[config.mk]
export PLATFORM = sky130hd
export DESIGN_NAME = clkgen_multi
export DESIGN_NICKNAME = d
export VERILOG_FILES = /design/src/rtl/clkgen_multi.sv
export SDC_FILE = /design/constraint.sdc
export NUM_CORES = 1
export LEC_CHECK = 0
export BUFFER_PORTS_ARGS = -buffer_cell sky130_fd_sc_hd__buf_4
export CORE_UTILIZATION = 35
export DETAILED_ROUTE_END_ITERATION = 10
export SLEW_MARGIN = 30
export SYNTH_ARGS = -nofsm -noshare
export SYNTH_HDL_FRONTEND = slang
export SYNTH_SLANG_ARGS = --single-unit
[constraint.sdc]
create_clock -name clk -period 2.85 [get_ports clk]
set_input_delay 0.285 -clock clk [delete_from_list [all_inputs] [get_ports clk]]
set_output_delay 0.285 -clock clk [all_outputs]
set_load 0.01 [all_outputs]
[src/rtl/clkgen_multi.sv]
// Derives NUM_CH 50%-duty divided clocks plus rising-edge ticks; outputs are registered, no backpressure.
// Watchdog counter is present only when CLKGEN_WDT_EN is defined; otherwise wdt_count/wdt_timeout read 0.
module clkgen_multi #(
  parameter int NUM_CH = 4,
  parameter int DIV_W  = 16,
  parameter int WDT_W  = 20,
  localparam int CH_IDX_W = (NUM_CH > 1) ? $clog2(NUM_CH) : 1
) (
  input  logic                clk,
  input  logic                reset,
  input  logic                cfg_we,
  input  logic [CH_IDX_W-1:0] cfg_ch,
  input  logic [DIV_W-1:0]    cfg_div,
  input  logic [NUM_CH-1:0]   ch_en,
  output logic [NUM_CH-1:0]   div_clk,
  output logic [NUM_CH-1:0]   tick,
  input  logic                wdt_en,
  input  logic                wdt_kick,
  input  logic [WDT_W-1:0]    wdt_load,
  output logic [WDT_W-1:0]    wdt_count,
  output logic                wdt_timeout
);

  for (genvar i = 0; i < NUM_CH; i++) begin : g_ch
    logic [DIV_W-1:0] cnt;
    logic [DIV_W-1:0] div_act;
    logic [DIV_W-1:0] div_shd;
    logic             run;
    logic             clk_q;
    logic             tick_q;
    logic             wr_hit;
    logic             start;
    logic             stop;
    logic             wrap;

    // Out-of-range cfg_ch values never match any generated index.
    assign wr_hit = cfg_we && (cfg_ch == CH_IDX_W'(i));
    assign start  = !run && ch_en[i];
    assign stop   = run && !ch_en[i] && !clk_q;
    assign wrap   = run && !stop && (cnt == div_act);

    always_ff @(posedge clk or negedge reset) begin
      if (!reset) begin
        cnt     <= '0;
        div_act <= '0;
        div_shd <= '0;
        run     <= 1'b0;
        clk_q   <= 1'b0;
        tick_q  <= 1'b0;
      end else begin
        if (wr_hit) begin
          div_shd <= cfg_div;
        end
        tick_q <= wrap && !clk_q;
        if (start) begin
          run     <= 1'b1;
          cnt     <= '0;
          div_act <= div_shd;
        end else if (stop) begin
          run <= 1'b0;
          cnt <= '0;
        end else if (wrap) begin
          cnt     <= '0;
          clk_q   <= ~clk_q;
          div_act <= div_shd;
          // A wrap while disabled is always the high-to-low edge, ending the drain.
          if (!ch_en[i]) begin
            run <= 1'b0;
          end
        end else if (run) begin
          cnt <= cnt + DIV_W'(1);
        end
      end
    end

    assign div_clk[i] = clk_q;
    assign tick[i]    = tick_q;

    a_tick_high : assert property (@(posedge clk) disable iff (!reset) tick_q |-> clk_q);
    a_cnt_range : assert property (@(posedge clk) disable iff (!reset) run |-> (cnt <= div_act));
  end

`ifdef CLKGEN_WDT_EN
  logic [WDT_W-1:0] wdt_cnt_q;
  logic             wdt_to_q;

  always_ff @(posedge clk or negedge reset) begin
    if (!reset) begin
      wdt_cnt_q <= '0;
      wdt_to_q  <= 1'b0;
    end else if (!wdt_en || wdt_kick) begin
      wdt_cnt_q <= wdt_load;
      wdt_to_q  <= 1'b0;
    end else if (wdt_cnt_q == '0) begin
      wdt_to_q <= 1'b1;
    end else begin
      wdt_cnt_q <= wdt_cnt_q - WDT_W'(1);
    end
  end

  assign wdt_count   = wdt_cnt_q;
  assign wdt_timeout = wdt_to_q;
`else
  logic unused_wdt;
  assign unused_wdt  = ^{wdt_en, wdt_kick, wdt_load};
  assign wdt_count   = '0;
  assign wdt_timeout = 1'b0;
`endif

endmodule

### Yosys cells after proc, flatten, opt, wreduce, memory -nomap -nowiden

Cells that the tools add are included.
W data, S select, Z words.

* input bits: 47
* logic and storage cells: 168
* register bits after elaboration: 204

* muxes and demuxes: 44
* bitwise operators: 12
* add/sub/neg operators: 4
* equality and inequality tests: 15
* reduce and logical (&&, ||, !) cells: 69

Operators with widths (number)
* $mux W16: 28
* $add A16 B1 Y16 const B: 4
* $eq A16 B16 Y1: 4
* $logic_and A1 B1 Y1: 28
* $logic_not A1 Y1: 16
* $mux W1: 16
* $reduce_and A2 Y1: 8
* $reduce_bool A4 Y1: 4
* $ne A3 B1 Y1 const B: 4
* $not A1 Y1: 12
* $reduce_and A3 Y1: 4
* $reduce_bool A3 Y1: 4
* $ne A2 B2 Y1 const B: 4
* $reduce_bool A2 Y1: 4
* $eq A2 B2 Y1 const B: 2
* $eq A2 B1 Y1 const B: 1
* $logic_not A2 Y1: 1

### Depth between registers and ports, before layout

Gate-level depths: netlist of the first run.

* depth in word-level cells: 9
* gate-level depth with buffers: 7
* depth with buffers taken out: 6

### Worst setup path before layout of the first run

No wires, ideal clock.

* kind: register -> register
* start: register g_ch[3].cnt[4]
* end: register g_ch[3].div_act[10]
* setup time: 125 ps
* arrival time: 2032 ps
* slack: 693 ps
* clock period less this slack: 2157 ps
* data required time: 2725 ps
* stages on the path, launching flop included: 8
* cell sequence: dfrtp_1 xor2_1 or4_1 nor3_2 a41o_1 buf_6 buf_12 mux2_4

* cells in the longest elaborated chain, start to end: 4

Ends and longest elaborated chain
* start, declared: line 25 `logic [DIV_W-1:0] cnt;`
* start signal, assigned: line 71 `cnt <= cnt + DIV_W'(1);`
* $eq A16 B16 Y1: line 40 `assign wrap = run && !stop && (cnt == div_act);`
* $logic_and A1 B1 Y1: line 40
* $reduce_bool A2 Y1 (no source line)
* $reduce_and A2 Y1 (no source line)
* end signal, assigned: line 58 `div_act <= div_shd;`
* end signal, assigned: line 65 `div_act <= div_shd;`
* end, declared: line 26 `logic [DIV_W-1:0] div_act;`

No other way between the ends.
A chain may end at the register's enable or synchronous reset.

### Worst setup path after layout of the first run

* start: register g_ch[3].cnt[10]
* end: register g_ch[3].cnt[12]

* cells in the longest elaborated chain, start to end: 5
* elaborated cells on any way between the ends: 8
* those cells by class: add/sub: 1; eq/ne: 1; mux: 4; reduce/logical: 2

Ends and longest elaborated chain
* $add A16 B1 Y16 or $eq A16 B16 Y1 (tied branches): line 71, 40
* $mux W16 or $logic_and A1 B1 Y1 (tied branches): line 70, 40
* $mux W16: line 62 `end else if (wrap) begin`
* $mux W16: line 59 `end else if (stop) begin`
* $mux W16: line 55 `if (start) begin`

Several ways; a longest one is shown, not always the timed one. The select of a mux whose other input is x is not followed.

==> out/metrics.csv, run 1 <==
stage;metric;value;unit
clock_network;cts_sinks;204;
power_and_ir_drop;intPower;6.60;mW
clock_network;h-tree-depth;1;
clock_network;path_clk_slew;0.06;ns
timing;slew_violations;0;
job;cap_violations;0;
place;numPortBuffers;32;
yosys;syn_avg_cell_area;12.1;um^2
yosys;synthArstFlopShare;100;%
yosys;syn_area;9490;um^2
hold_path;min_delay_path_depth;2;
power_and_ir_drop;p_total;9.27;mW
clock_network;cts_tree;done;
die;start_util;36.0;%
yosys;synth_common_cells;204 x dfrtp_1, 118 x mux2_2, 84 x nor2_1;
place;gp_congestion;0.784;
yosys;synth_area_leaders;dfrtp_1 54%, mux2_2 14%, xor2_1 7.6%;
routing;dr.first_iter.drc_count;312;
clock_network;cts_buffer_depth;3;
worst_setup_path;r2r_start;g_ch[3].cnt[10];
routing;drc;0;
global_route;grt_pass1_vias;6007;
timing;finalSetupTns;0;ns
power_and_ir_drop;p_seq_share;45.6;%
routing;post_drt_wl_per_cell;15.8;um
global_route;antenna_found_initial;0;
hold_path;hold_path.class;input port to register;
worst_setup_path;cp_slowest_cell;or4_2;
global_route;grt_max_degree;79;
clock_network;root_buffer;clkbuf_16;
timing;relSlewSlack;38.4;%
yosys;synth_ff_type;dfrtp_1;
global_route;grt_pass1_wl;31.7;mm
yosys;syn_inst;782;
worst_setup_path;r2r_cells;5;
finish;nets;872;
global_route;grt_usage;14.1;%
yosys;synth_top_cell_area_share;53.8;%
power_and_ir_drop;leakage;4.74;nW
routing;routed_wirelength;18.6;mm
clock_network;numCtsBuffers;22;
finish;area_growth_syn_to_layout;14.0;%
die;die_h;167;um
yosys;ys_ff_latch;204;
hold_path;hp-start;ch_en[2];
yosys;yosysSeqAreaShare;53.8;%
timing;period_share;81.2;%
die;pin_count;76;
finish;post-route-util;41.1;%
routing;num_vias;5766;
power_and_ir_drop;switching_power;2.66;mW
hold_path;hold-path-endpoint;g_ch[2].run;
run_status;status;finished clean;
worst_setup_path;worstSetupPathType;register to register;
worst_setup_path;cp-end-kind;register;
routing;via_per_inst;4.92;
clock_network;clk_latency;0.50;ns
die;num_rows;59;
worst_setup_path;required;3.23;ns
timing;fmax;432;MHz
yosys;yosysMostFrequentCell;dfrtp_1;
yosys;ys.warnings.count;0;
timing;period_needed;2.32;ns
routing;drt_pass1_iterations;4;
worst_setup_path;crit_chain;xor2_1, or4_2, nor3_1, a211o_1, o31ai_1;
die;die_w;167;um
yosys;synth_cell_types;48;
finish;layout-drive-gt1-share;27.1;%
die;die_area;27800;um^2
power_and_ir_drop;power.share.clock;33.3;%
place;dp.final_hpwl;13.0;mm
timing;rsz0062_at_grt;false;
power_and_ir_drop;switching_share;28.7;%
routing;ant_nets;0;
worst_setup_path;crit_arrival;2.69;ns
clock_network;ctsResizeCount;0;
timing;skew;0.00468;ns
worst_setup_path;worstPathMaxFanout;14;
die;core;26400;um^2
worst_setup_path;reg2reg_to;g_ch[3].cnt[12];
yosys;synth_top_area_cell;dfrtp_1;
yosys;synth_edf_count;0;
timing;report.final.setup_viol;0;
timing;worstMarginPinSlew;0.922;ns
worst_setup_path;max_stage_delay;0.67;ns
worst_setup_path;startpoint_type;register;
power_and_ir_drop;vdd_drop_max;474;uV
global_route;overflow;0;
power_and_ir_drop;p_per_area;856;nW/um^2
power_and_ir_drop;power_frac_comb;21.1;%
worst_setup_path;rrSetupSlack;0.53;ns
timing;finalHoldViolCount;0;
finish;num_antenna_cells;0;
cells in the final DEF, fill, tap and decap left out, types with 5 or more instances in the layout:
cell type and n:
clkinv_2 5, and3_1 6, nand2_1 25, xnor2_1 41
dfrtp_1 204, inv_1 11, buf_4 43, nor2_1 84
nor4_1 16, mux2_2 118, clkbuf_8 5, xor2_1 82
mux2_4 10, conb_1 21, o21ai_0 9, nand3_1 21
nand4_1 22, nor3_1 17, a22o_1 5, clkbuf_16 23
registers in the layout, summed over array words and instances (netlist names):
register,cells
g_ch.clk_q,4
g_ch.tick_q,4
g_ch.run,4
g_ch.cnt,64
g_ch.div_shd,64
g_ch.div_act,64
worst max-delay path by stage:
stage / start / to / slack [ns] / cells past startpoint
CTS: g_ch[3].cnt[10] / g_ch[3].cnt[12] / 0.50 / 5
global placement: g_ch[3].cnt[10] / g_ch[3].cnt[12] / 0.52 / 5
global route: g_ch[3].cnt[4] / g_ch[3].div_act[0] / 0.38 / 6
floorplan: g_ch[3].cnt[4] / g_ch[3].div_act[10] / 0.69 / 7
finish: g_ch[3].cnt[10] / g_ch[3].cnt[12] / 0.53 / 5
detailed placement: g_ch[3].cnt[10] / g_ch[3].cnt[12] / 0.51 / 5
layout make-up:
cell class,count,area [um^2]
Clock inverter,11,161
Tap cell,335,419
Multi-Input combinational cell,535,4090
Clock buffer,29,638
Fill cell,2518,15500
Sequential cell,204,5100
Timing Repair Buffer,47,377
Inverter,11,41.3
metrics by stage:
stage          instances  setup WS (ns)  area, um^2  hold slack, ns
2_1_floorplan        802          0.693        9570         -0.0106
3_3_place_gp        1130          0.522       10000           0.229
3_5_place_dp        1130          0.509       10000           0.237
4_1_cts             1172          0.501       10800         0.00975
5_1_grt             1172          0.385       10800          0.0312
6_report            1172          0.535       10800          0.0319
layer usage:
metal	part of all wire, %	up-vias	GRT usage, %
met2	43	109	21.4
met5	0	-	0
met4	2.0	0	3.42
li1	-	2739	-
met1	50	2889	20.8
met3	5.0	29	2.31
timing repair:
action | CTS | global route
endpoints found under the hold margin | 36 | 0
hold buffers | 2 | 0
buffers inserted | 0 | 0
logic make-up (layout without fill, tap and decap cells):
logic type / Yosys count / in the layout / share of synthesized area, %
AND/OR/NAND/NOR: 220 / 220 / 11.5
flip-flops: 204 / 204 / 53.8
multiplexers: 128 / 128 / 15.6
XOR/XNOR: 123 / 123 / 11.3
buffers and inverters: 63 / 98 / 4.03
AO/OA/AOI/OAI: 39 / 39 / 3.20
adder cells (fa/ha/maj): 4 / 4 / 0.527
other: 1 / 21 / 0.0395
worst max-delay path: cells and delay by family, from the launching register on:
kind             cells  cell delay, ns
AO/OA/AOI/OAI        2            0.60
AND/OR/NAND/NOR      2            0.95
flip-flops           1            0.44
XOR/XNOR             1            0.21
power groups by stage:
stage          sequential [mW]  clock [mW]  combinational, mW
2_1_floorplan             4.06           0               1.61
3_3_place_gp              4.27           0               1.92
3_5_place_dp              4.29           0               1.95
4_1_cts                   4.24        3.19               1.97
5_1_grt                   4.34        3.29               2.17
6_report                  4.22        3.09               1.95
Power figures use the tool's default switching activity.
==> inputs of run 2 (changes only) <==
==> constraint.sdc (replaced) <==
create_clock -name clk -period 2.1 [get_ports clk]
set_input_delay 0.21 -clock clk [delete_from_list [all_inputs] [get_ports clk]]
set_output_delay 0.21 -clock clk [all_outputs]
set_load 0.01 [all_outputs]
==> out/metrics.csv, run 2 (synthesis gave the netlist of run 1 again) <==
stage;metric;value;unit;change
finish;nets;905;;+3.8%
run_status;status;finished, violations left;;
worst_setup_path;r2r_start;g_ch[3].div_act[15];;
die;pin_count;76;;unchanged
finish;final_cell_mix;204 x dfrtp_1, 118 x mux2_2, 84 x nor2_1, 82 x xor2_1, 57 x buf_4;;
hold_path;min_delay_path_depth;2;;unchanged
worst_setup_path;worstPathMaxFanout;16;;+2
clock_network;cts_tree;done;;
die;die_area;27800;um^2;unchanged
global_route;grt_pass1_wl;31.7;mm;-0.22%
hold_path;hp-start;cfg_div[14];;
worst_setup_path;required;2.48;ns;-0.75 ns
clock_network;h-tree-depth;1;;unchanged
global_route;grt_usage;14.1;%;about the same
finish;layout-drive-gt1-share;29.1;%;+2.0 points
place;post_dp_cell_area;10200;um^2;+2.4%
finish;reg_top3;g_ch.cnt (64), g_ch.div_act (64), g_ch.div_shd (64);;
die;die_h;167;um;unchanged
global_route;grt_max_degree;65;;-18%
die;num_rows;59;;unchanged
worst_setup_path;rrSetupSlack;-0.005;ns;-0.54 ns
worst_setup_path;reg2reg_to;g_ch[3].div_act[2];;
clock_network;root_buffer;clkbuf_16;;
power_and_ir_drop;leakage;4.93;nW;+3.9%
place;gp_congestion;0.783;;-0.15%
power_and_ir_drop;vdd_drop_max;522;uV;+10%
timing;period_needed;2.11;ns;-0.210 ns
global_route;overflow;0;;unchanged
finish;fin_area;11200;um^2;+3.5%
routing;dr.first_iter.drc_count;280;;-10%
routing;num_vias;5893;;+2.2%
timing;finalHoldViolCount;0;;unchanged
hold_path;hold_path.class;input port to register;;
clock_network;numCtsBuffers;22;;unchanged
timing;fin_ws;-0.00503;ns;-0.540 ns
clock_network;path_clk_slew;0.06;ns;about the same
clock_network;clk_latency;0.51;ns;about the same
timing;worstMarginPinSlew;0.554;ns;-0.368 ns
finish;num_antenna_cells;0;;unchanged
routing;via_per_inst;4.89;;-0.60%
worst_setup_path;cp-end-kind;register;;
run_status;violations;setup timing;;
hold_path;hold-path-endpoint;g_ch[2].div_shd[14];;
worst_setup_path;r2r_cells;6;;+1
finish;layout_commonest_cell;dfrtp_1;;
place;dp.final_hpwl;13.1;mm;+0.87%
die;core;26400;um^2;unchanged
routing;post_drt_wl_per_cell;15.7;um;-0.94%
timing;relSlewSlack;63.1;%;+25 points
routing;drc;0;;unchanged
worst_setup_path;crit_start;g_ch[3].div_act[15];;
die;start_util;36.0;%;unchanged
timing;fmax;475;MHz;+10%
timing;skew;0.00848;ns;+0.00380 ns
worst_setup_path;startpoint_type;register;;
worst_setup_path;crit_arrival;2.49;ns;-0.20 ns
clock_network;cts_sinks;204;;unchanged
finish;area_growth_syn_to_layout;18.1;%;
global_route;antenna_found_initial;1;;+1
worst_setup_path;worstSetupPathType;register to register;;
global_route;grt_pass1_vias;5943;;-1.1%
routing;ant_nets;0;;unchanged
timing;report.final.setup_viol;3;;+3
job;cap_violations;0;;unchanged
timing;slew_violations;0;;unchanged
routing;routed_wirelength;18.9;mm;+1.9%
clock_network;cts_buffer_depth;3;;unchanged
timing;rsz0062_at_grt;true;;
timing;period_share;100;%;+19 points
die;die_w;167;um;unchanged
power_and_ir_drop;p_total;12.8;mW;+38%
place;numPortBuffers;32;;unchanged
power_and_ir_drop;p_per_area;1140;nW/um^2;+33%
routing;drt_pass1_iterations;4;;unchanged
-- run 2: cell types whose count changed in the layout (fill, tap and decap cells not counted), sizes merged --
cell	delta
buf	+21
clkinvlp	+1
clkbuf	-1
dlygate4sd3	+12
-- run 2: stage by stage --
step	hold WS, ns	std cells	worst slack, ns	util [%]	setup TNS [ns]
3_3_place_gp	0.251	1150	-0.00766	38.9	-0.0317
6_report	0.0202	1205	-0.00503	42.5	-0.00885
5_1_grt	0.00711	1205	-0.0963	42.5	-1.60
4_1_cts	0.00175	1204	-0.0143	42.4	-0.0583
3_5_place_dp	0.254	1150	-0.0250	38.9	-0.125
2_1_floorplan	-0.0856	802	0.0122	-	0
-- run 2: cell type report --
cell class	count	area (um^2)
Clock buffer	28	624
Clock inverter	12	165
Fill cell	2490	15100
Inverter	11	41.3
Multi-Input combinational cell	535	4110
Sequential cell	204	5100
Tap cell	335	419
Timing Repair Buffer	80	742
-- run 2: worst max-delay path by stage --
stage | cells past startpoint | slack, ns | endpoint
5_1_grt | 6 | -0.1 | g_ch[3].div_act[3]
4_1_cts | 6 | -0.01 | g_ch[3].div_act[2]
2_1_floorplan | 7 | 0.01 | g_ch[3].div_act[10]
3_3_place_gp | 6 | -0.008 | g_ch[3].div_act[4]
6_report | 6 | -0.005 | g_ch[3].div_act[2]
3_5_place_dp | 6 | -0.03 | g_ch[3].div_act[0]
-- run 2: layer usage --
metal  GRT usage (%)  part of all wire, %
met5               0                    0
met1            21.3                   51
met3            2.16                  3.5
met4            3.38                  2.0
met2            21.0                   43
-- run 2: what timing repair did --
action / CTS / global route
endpoints found under the setup margin: 8 / 52
endpoints found under the hold margin: 95 / 0
hold buffers: 14 / 0
setup buffers: 0 / 1
resized for setup: 1 / 4
pin swaps: 1 / 0
-- run 2: critical path: stages (launching register included) --
cell     delay (ns)
dfrtp_1        0.39
xor2_1         0.17
or4_1          0.54
nor3_2         0.14
a41o_1         0.22
buf_12         0.18
mux2_2         0.34
-- run 2: where the power goes --
part	internal (mW)	switching (mW)
sequential	4.90	0.735
clock	2.60	1.61
combinational	1.59	1.37
total	9.09	3.71
==> inputs of run 3 (changes only) <==
--- a/config.mk
+++ b/config.mk
@@ -8,6 +8,7 @@
 export BUFFER_PORTS_ARGS = -buffer_cell sky130_fd_sc_hd__buf_4
 export CORE_UTILIZATION = 35
 export DETAILED_ROUTE_END_ITERATION = 10
+export RECOVER_POWER = 25
 export SLEW_MARGIN = 30
 export SYNTH_ARGS = -nofsm -noshare
 export SYNTH_HDL_FRONTEND = slang
==> constraint.sdc (replaced) <==
create_clock -name clk -period 1.8 [get_ports clk]
set_input_delay 0.18 -clock clk [delete_from_list [all_inputs] [get_ports clk]]
set_output_delay 0.18 -clock clk [all_outputs]
set_load 0.01 [all_outputs]
==> out/metrics.csv, run 3 (synthesis gave the netlist of run 1 again) <==
stage;metric;value;unit;change
worst_setup_path;r2r_cells;6;;unchanged
finish;area_growth_syn_to_layout;31.9;%;
timing;fin_ws;-0.264;ns;-0.259 ns
place;dp.final_hpwl;14.6;mm;+11%
worst_setup_path;reg2reg_to;g_ch[3].div_act[2];;
global_route;grt_busiest_layer;met2;;
place;dp.cells;1239;;+7.7%
run_status;status;finished, violations left;;
place;gp_congestion;0.803;;+2.6%
worst_setup_path;startpoint_type;register;;
finish;fin_cells;1320;;+9.5%
global_route;grt_use_met3;2.00;%;-0.17 points
die;start_util;36.0;%;unchanged
timing;holdWs;0.0124;ns;-0.00772 ns
timing;period_needed;2.06;ns;-0.0407 ns
worst_setup_path;crit_chain;xor2_1, or4_1, nor3_2, a41o_1, buf_6, mux2_4;;
finish;post-route-util;47.5;%;+5.0 points
timing;finalHoldViolCount;0;;unchanged
place;post_dp_cell_area;11100;um^2;+7.9%
finish;final_cell_mix;204 x dfrtp_1, 162 x buf_4, 77 x xor2_1, 76 x nor2_1;;
routing;via_per_inst;4.78;;-2.2%
finish;layout_commonest_cell;dfrtp_1;;
finish;multi_input_area;4600;um^2;+12%
routing;routed_wirelength;21.2;mm;+12%
hold_path;min_delay_path_depth;2;;unchanged
global_route;met2_usage;24.8;%;+3.8 points
timing;report.final.setup_viol;98;;+95
finish;ff_latch_area;5100;um^2;unchanged
place;numPortBuffers;32;;unchanged
die;die_w;167;um;unchanged
power_and_ir_drop;vdd_drop_max;747;uV;+43%
die;num_rows;59;;unchanged
global_route;grt_pass1_wl;34.4;mm;+8.7%
worst_setup_path;cp_slowest_cell;or4_1;;
worst_setup_path;worstSetupPathType;register to register;;
routing;post_drt_wl_per_cell;16.1;um;+2.5%
clock_network;cts_sinks;204;;unchanged
power_and_ir_drop;p_total;16.1;mW;+26%
power_and_ir_drop;leakage;5.76;nW;+17%
worst_setup_path;crit_arrival;2.45;ns;-0.04 ns
finish;layout-drive-gt1-share;40.2;%;+11 points
global_route;overflow;0;;unchanged
routing;drt_pass1_iterations;4;;unchanged
die;die_area;27800;um^2;unchanged
global_route;grt_usage;15.5;%;+1.4 points
finish;num_antenna_cells;0;;unchanged
clock_network;path_clk_slew;0.06;ns;about the same
die;pin_count;76;;unchanged
finish;reg_top3;g_ch.cnt (64), g_ch.div_act (64), g_ch.div_shd (64);;
hold_path;hold-path-endpoint;g_ch[3].div_shd[10];;
global_route;grt_pass1_vias;6437;;+8.3%
timing;worstMarginPinSlew;1.51;ns;+0.955 ns
worst_setup_path;r2r_start;g_ch[3].div_act[15];;
worst_setup_path;crit_start;g_ch[3].div_act[15];;
clock_network;h-tree-depth;1;;unchanged
finish;fillerInstances;2345;;-5.8%
place;place_ws;-0.282;ns;-0.257 ns
worst_setup_path;required;2.18;ns;-0.30 ns
routing;num_vias;6313;;+7.1%
clock_network;cts_tree;done;;
hold_path;hp-start;cfg_div[10];;
timing;skew;0.0162;ns;+0.00776 ns
worst_setup_path;rrSetupSlack;-0.26;ns;-0.26 ns
clock_network;numCtsBuffers;23;;+4.5%
clock_network;cts_buffer_depth;3;;unchanged
clock_network;root_buffer;clkbuf_16;;
timing;period_share;115;%;+14 points
timing;finalSetupTns;-13.09;ns;-13.08 ns
die;die_h;167;um;unchanged
global_route;grt_util_met1;22.4;%;+1.1 points
routing;dr.first_iter.drc_count;301;;+7.5%
routing;drc;0;;unchanged
job;cap_violations;1;;+1
finish;nets;1021;;+13%
timing;slew_violations;52;;+52
timing;relSlewSlack;-0.567;%;-64 points
worst_setup_path;cp-end-kind;register;;
power_and_ir_drop;p_per_area;1290;nW/um^2;+13%
finish;fin_area;12500;um^2;+12%
routing;ant_nets;0;;unchanged
die;core;26400;um^2;unchanged
global_route;grt_max_degree;55;;-15%
worst_setup_path;max_stage_delay;0.53;ns;about the same
run_status;violations;capacitance limit, slew limit, setup timing;;
timing;fmax;484;MHz;+2.0%
timing;rsz0062_at_grt;true;;
clock_network;clk_latency;0.51;ns;about the same
hold_path;hold_path.class;input port to register;;
global_route;antenna_found_initial;1;;unchanged
worst_setup_path;worstPathMaxFanout;8;;-8
-- run 3: changes by cell type in the layout (fill, tap and decap cells not counted), moves of 8 or more --
cell,change
buf_4,+105
mux2_2,-54
mux2_4,+54
xnor2_1,-11
xnor2_2,+11
nor2_1,-8
-- run 3: worst max path at each step --
stage / to / slack (ns) / cells after the start
floorplan: g_ch[3].div_act[10] / -0.23 / 7
detailed placement: g_ch[3].div_act[4] / -0.28 / 6
CTS: g_ch[3].div_act[3] / -0.28 / 6
global route: g_ch[3].div_act[2] / -0.36 / 6
finish: g_ch[3].div_act[2] / -0.26 / 6
global placement: g_ch[3].div_act[4] / -0.29 / 6
-- run 3: per-layer routing --
metal / part of all wire (%) / wire (um) / vias to the layer above
li1: - / - / 3039
met1: 50 / 10700 / 3155
met2: 45 / 9620 / 92
met3: 2.7 / 573 / 27
met4: 1.7 / 369 / 0
met5: 0 / 0 / -
-- run 3: worst max-delay path: cells and delay by family, from the launching register on --
kind                      cells  cell delay, ns
muxes                         1            0.31
DFF                           1            0.38
buffers and inverters         1            0.18
and+or+nand+nor               2            0.67
xor gates and xnor gates      1            0.17
AOI/OAI and AO/OA             1            0.23
-- run 3: final cells by class --
type	instances	share of cell area, %
multi-input combinational	535	36.7
inverter	11	0.330
clock inverter	5	0.260
clock buffer	35	5.60
sequential	204	40.8
tap	335	3.35
timing repair buffer	195	12.9
-- run 3: timing repair --
action / 4_1_cts / 5_1_grt
endpoints found under the setup margin: 86 / 127
hold buffers: 16 / 1
resized for setup: 26 / 58
cloned: 3 / 1
hold endpoints to repair: 99 / 1
pin swaps: 12 / 40
buffers inserted: 9 / 14
-- run 3: power breakdown --
| part | internal (mW) | switching, mW | total (mW) | leakage (nW) |
|---|---|---|---|---|
| registers | 5.73 | 0.919 | 6.65 | 2.56 |
| logic | 2.95 | 2.08 | 5.02 | 2.83 |
| clock network | 2.67 | 1.81 | 4.48 | 0.366 |
